===== src/rtl/gb_pkg.sv =====
// gb_pkg: shared memory-map constants for the CPU-side memories.
package gb_pkg;
  localparam logic [7:0]  OPEN_BUS   = 8'hFF;
  localparam logic [15:0] HRAM_BASE  = 16'hFF80;
  localparam int          HRAM_DEPTH = 127;
  localparam int          HRAM_ASZ   = 7;
endpackage


===== src/rtl/async_mem_array.sv =====
// async_mem_array: flop-based RAM with a synchronous write, a combinational read and an async clear.
module async_mem_array
  import gb_pkg::*;
#(
  parameter int asz   = HRAM_ASZ,
  parameter int depth = HRAM_DEPTH,
  parameter int dsz   = 8
) (
  input  logic           wr_clk,
  input  logic           reset,
  input  logic [asz-1:0] addr,
  input  logic [dsz-1:0] wr_data,
  input  logic           wr_cs,
  input  logic           rd_cs,
  output logic [dsz-1:0] rd_data
);
  logic [dsz-1:0] words [depth];
  logic           in_range;
  assign in_range = {1'b0, addr} < (asz+1)'(depth);
  for (genvar i = 0; i < depth; i++) begin : g_word
    logic [dsz-1:0] q;
    always_ff @(posedge wr_clk or posedge reset)
      if (reset) q <= '0;
      else if (wr_cs && addr == asz'(i)) q <= wr_data;
    assign words[i] = q;
  end
  // Deselected or unimplemented addresses float to the open-bus value.
  always_comb rd_data = (rd_cs && in_range) ? words[addr] : {dsz{1'b1}};
endmodule


===== config.mk =====
export PLATFORM = sky130hd
export DESIGN_NAME = async_mem_array
export DESIGN_NICKNAME = d
export VERILOG_FILES = /design/src/rtl/gb_pkg.sv /design/src/rtl/async_mem_array.sv
export SDC_FILE = /design/constraint.sdc
export NUM_CORES = 2
export LEC_CHECK = 0
export CORE_UTILIZATION = 57
export DETAILED_ROUTE_END_ITERATION = 10
export PLACE_DENSITY = 0.78
export SKIP_LAST_GASP = 1
export SLEW_MARGIN = 40
export SYNTH_ARGS = -nofsm -noshare
export SYNTH_HDL_FRONTEND = slang
export SYNTH_SLANG_ARGS = --single-unit

===== constraint.sdc =====
create_clock -name wr_clk -period 35.7 [get_ports wr_clk]
set_clock_uncertainty 0.05 [all_clocks]
set_input_delay 5.355 -clock wr_clk [delete_from_list [all_inputs] [get_ports wr_clk]]
set_output_delay 5.355 -clock wr_clk [all_outputs]
set_load 0.05 [all_outputs]

# After elaboration in Yosys (flattened, before gate mapping)

Index checks and enable logic that the tools add are counted.

Eq/ne operators: 126
Bitwise operators: 1
Multiplexer cells: 4
Reductions and logical operators: 129
Order comparisons: 2

Operators by type and width:

| operator                                                  | count |
|---|---|
| == test 7 bit (second input constant)                     | 63 |
| == test 7 x 6 -> 1 bit (second input constant)            | 32 |
| logical AND 1 bit                                         | 128 |
| == test 7 x 5 -> 1 bit (second input constant)            | 16 |
| binary-select mux 8 bit (select 7 bit)                    | 1 |
| == test 7 x 4 -> 1 bit (second input constant)            | 8 |
| == test 7 x 3 -> 1 bit (second input constant)            | 4 |
| 2-to-1 mux 8 bit                                          | 3 |
| == test 7 x 2 -> 1 bit (second input constant)            | 2 |
| greater-or-equal comparator 8 bit (second input constant) | 1 |
| inverter 7 -> 8 bit                                       | 1 |
| == test 7 x 1 -> 1 bit (second input constant)            | 1 |
| logical NOT 7 bit                                         | 1 |
| < comparator 7 bit (second input constant)                | 1 |

Input port bits: 19
Flip-flop bits (word level): 1016
Output and inout bits: 8

# Depth between registers and ports, before layout

Word-level depth: 5
Depth in mapped cells: 10

# Worst setup path after synthesis

No wires, ideal clock.

Path type: input -> output
Start: input port addr[1]
End: output port rd_data[6]
Stages: 8
Arrival time: 7413 ps
Buffers on the path: 4
Slack: 22882 ps
Cell sequence: buf_6 -> buf_6 -> buf_6 -> buf_2 -> a211oi_1 -> a2111oi_0 -> nor4_1 -> a32oi_1

Longest elaborated chain between the ends: 5

RTL lines:

| item                                                | RTL line              | RTL |
|---|---|---|
| start: declaration                                  | async_mem_array.sv:11 | `input logic [asz-1:0] addr,` |
| inverter 7 -> 8 bit (implied by the code)           | async_mem_array.sv:28 | `always_comb rd_data = (rd_cs && in_range) ? words[addr] : {dsz{1'b1}};` |
| binary-select mux 8 bit (select 7 bit)              | async_mem_array.sv:28 |  |
| 2-to-1 mux 8 bit (implied by the code) (2 in a row) | async_mem_array.sv:28 |  |
| 2-to-1 mux 8 bit *                                  | async_mem_array.sv:28 |  |
| end: declaration                                    | async_mem_array.sv:15 | `output logic [dsz-1:0] rd_data` |

Every way passes the cells marked *; elsewhere a longest branch is shown, timed or not. The select of a mux whose other input is x is not followed.

# Worst setup path after layout

Same ends and word-level chain as after synthesis.

==> impl_metrics.toml <==
[outcome]
result_of_the_run = "finished clean"

[yosys]
post_synth_main_area_contributors = "sky130_fd_sc_hd__dfrtp_1 (54%), sky130_fd_sc_hd__mux2_2 (23%), sky130_fd_sc_hd__mux4_2 (7.6%)"
synth.yosys.warnings = 0
synth_top_cell_area_share_pct = 53.5
mean_area_per_synthesized_cell_sq_um = 15.0
synth_cells = 3169
synth.net_count = 3188
syn-cell-area_sq_um = 47500
seq_area_frac_synth_pct = 53.5
synth.distinct_cells = 59
synth_edf_count = 0
synth-async-reset-ratio_pct = 100
synth_area_leader_cell = "sky130_fd_sc_hd__dfrtp_1"
postSynthRegisterBits = 1016
yosys.cell_count.top_type = "sky130_fd_sc_hd__dfrtp_1"
synth_flop_cell = "sky130_fd_sc_hd__dfrtp_1"
synth_top_cells_by_count = "sky130_fd_sc_hd__dfrtp_1 (1016), sky130_fd_sc_hd__mux2_2 (980), sky130_fd_sc_hd__mux2i_1 (195), sky130_fd_sc_hd__mux4_2 (160), sky130_fd_sc_hd__clkbuf_1 (143)"

[power]
internal_power_uw = 2020
power.static_leakage_uw = 0.0248
seq_pwr_share_pct = 48.6
power.combinational.fraction_pct = 10.3
clock_power_share_pct = 41.0
power_density_nw_per_um2 = 51.2
p_sw_uw = 647
irDropWorstVdd_uv = 48.6
power.share.switching_pct = 24.3

[worst_setup_path]
worst-endpoint-required_ns = 30.30
crit_path_top_delay_cell = "sky130_fd_sc_hd__clkdlybuf4s50_1"
data_arrival_time_of_the_critical_path_ns = 10.53
critical_path_class = "in2out"
critical_path.startpoint_type = "input pin"
worstPathCellList = "buf_8 -> buf_4 -> buf_12 -> buf_16 -> buf_6 -> mux4_2 -> nand2_1 -> a21oi_1 -> o21ai_0 -> a32oi_1 -> clkdlybuf4s50_1"
ff2ff_path_depth = 1
critical_path.max_stage_delay_ns = 0.93
critPathCaptureType = "primary output"
critical_path.max_fanout = 70

[min_path]
worst_hold_path_depth = 1
min-delay-path-class = "reg2reg"

[clocking]
post_cts_buffers = 0
max-clock-path-buffers = 3
cts.clk_slew.worst_paths_ns = 0.06
cts_sinks = 1016
cts_buffers = 103
ctsRootBufferMaster = "sky130_fd_sc_hd__clkbuf_16"
cts_tree = "built"
postCtsHoldBufs = 0
cts-htree-levels = 3
clk-insertion-delay-late_ns = 0.66
post_cts_resized = 0

[final_layout]
largest-register = "g_word.q"
number_of_diodes_added_for_antenna_fixing = 0
drive_above_1_share_pct = 48.2
ff_latch_area_sq_um = 25400
area_growth_syn_to_layout_pct = 9.50
filler_cell_count = 5706
finish.utilization_pct = 63.2
multiInputGateArea_sq_um = 20900
finalNetCount = 3128
reg.largest.list = "g_word.q: 1016 flops"
largest_register_ffs = 1016

[route]
routed_wl_mm = 120
avgRoutedWirePerCell_microns = 28.2
antenna_left = 0
number_of_vias_in_the_routed_layout = 28000
detail_route.drc_violations = 0
detail_route.first_pass.iterations = 5
drtIter0Drc = 2402
avgViaCountPerCell = 6.57

[die]
core_ar_sq_um = 82200
total_i_o_pin_count = 27
vert_die_dim_microns = 291
floorplan.initialDensity_pct = 57.8
rows = 105
dieArea_sq_um = 84500
die_w_microns = 291

[placement]
place_congestion = 0.866
port_buffers = 26
hpwl_dp_mm = 75.5

[sta]
setup_repair_after_global_routing_missed_its_margin = "no"
fmaxAchievable_ghz = 0.0628
worst_pin_slew_ns = 0.917
setup-tns-final_ns = 0
max-slew-margin-rel_pct = 38.7
hold_violations = 0
holdWs_ns = 0.435
fin_crit_sh_pct = 44.6
setup_violations = 0
period_minus_slack_ns = 15.93
slew_violations = 0

[run]
cap_viol_max_count = 0

[global_routing]
grt_max_degree = 121
first_global_vias = 30300
grtUsageTotal_pct = 29.0
grt_pass1_wl_mm = 187
globalRoute.totalOverflow = 0
antenna_found_initial = 7
power by group through the flow:
stage	Combinational [uW]	Clock, uW	Sequential, uW
floorplan	212	0	1300
global placement	260	0	1300
detailed placement	274	0	1310
CTS	275	1110	1290
global route	295	1150	1300
finish	276	1090	1290
cell usage in the layout (no fill, tap or decap), drive strengths merged, types with 6 or more instances in the layout:
cell           synthesis  layout
o21ai                 26      26
mux4                 160     160
a211oi                13      13
a22oi                 90      90
clkinv                 0      25
clkbuf               143     160
and2                   8       8
a31oi                  7       7
nand4                 12      12
mux2                1017    1017
a2111oi                9       9
nor4                  12      12
a22o                  27      27
dfrtp               1016    1016
nand2                109     109
inv                    4       6
o22ai                  6       6
clkdlybuf4s50          0      13
nor2b                 12      12
o2111ai                7       7
buf                   99      61
nor2                 108     108
mux2i                195     195
nor3                   7       7
nand3                 18      18
a21oi                 28      28
metal layers:
layer / up-vias / wire [microns] / global-route usage (%)
met5: - / 68 / 0
met1: 15200 / 49400 / 38.9
met4: 10 / 3850 / 10.1
li1: 11600 / - / -
met2: 920 / 58100 / 46.3
met3: 254 / 8810 / 6.87
path summary, 6_finish.rpt:
path / from / to / slack [ns]
worst max-delay path: addr[1] / rd_data[6] / 19.77
worst min-delay path: g_word[53].q[2] / g_word[53].q[2] / 0.43
worst max register to register: g_word[20].q[5] / g_word[20].q[5] / 34.84
worst min register to register: g_word[53].q[2] / g_word[53].q[2] / 0.43
max in group asynchronous: reset / g_word[44].q[5] / 27.13
min in group asynchronous: reset / g_word[99].q[7] / 5.15
per-stage QoR:
stage | power, uW | cell area [sq um] | instances | setup WS [ns]
after floorplan | 1510 | 47500 | 3169 | 1.71
after global placement | 1560 | 48300 | 4067 | 19.36
after detailed placement | 1590 | 48400 | 4072 | 19.73
after CTS | 2680 | 51900 | 4262 | 19.69
after global routing | 2750 | 52000 | 4264 | 19.61
final | 2660 | 52000 | 4264 | 19.77
logic make-up after synthesis:
group	count (synthesis)	synth area share (%)
muxes	1372	35.9
buffers and inverters	246	2.60
and+or+nand+nor	307	4.58
AOI/OAI and AO/OA	228	3.43
DFF	1016	53.5
cell type report:
cell class	count	area share, %
clock buffer	157	6.00
clock inverter	33	0.690
inverter	4	0.0577
multi-input combinational	1907	40.2
sequential	1016	48.9
tap	1070	2.57
timing repair buffer	77	1.59
worst max-delay path, delay by kind of cell:
kind                   cells  cell delay (ns)
AOI/OAI and AO/OA          3             1.12
buffers and inverters      6             3.38
and+or+nand+nor            1             0.06
muxes                      1             0.35
Note: power is estimated with default switching activity, not from simulation.
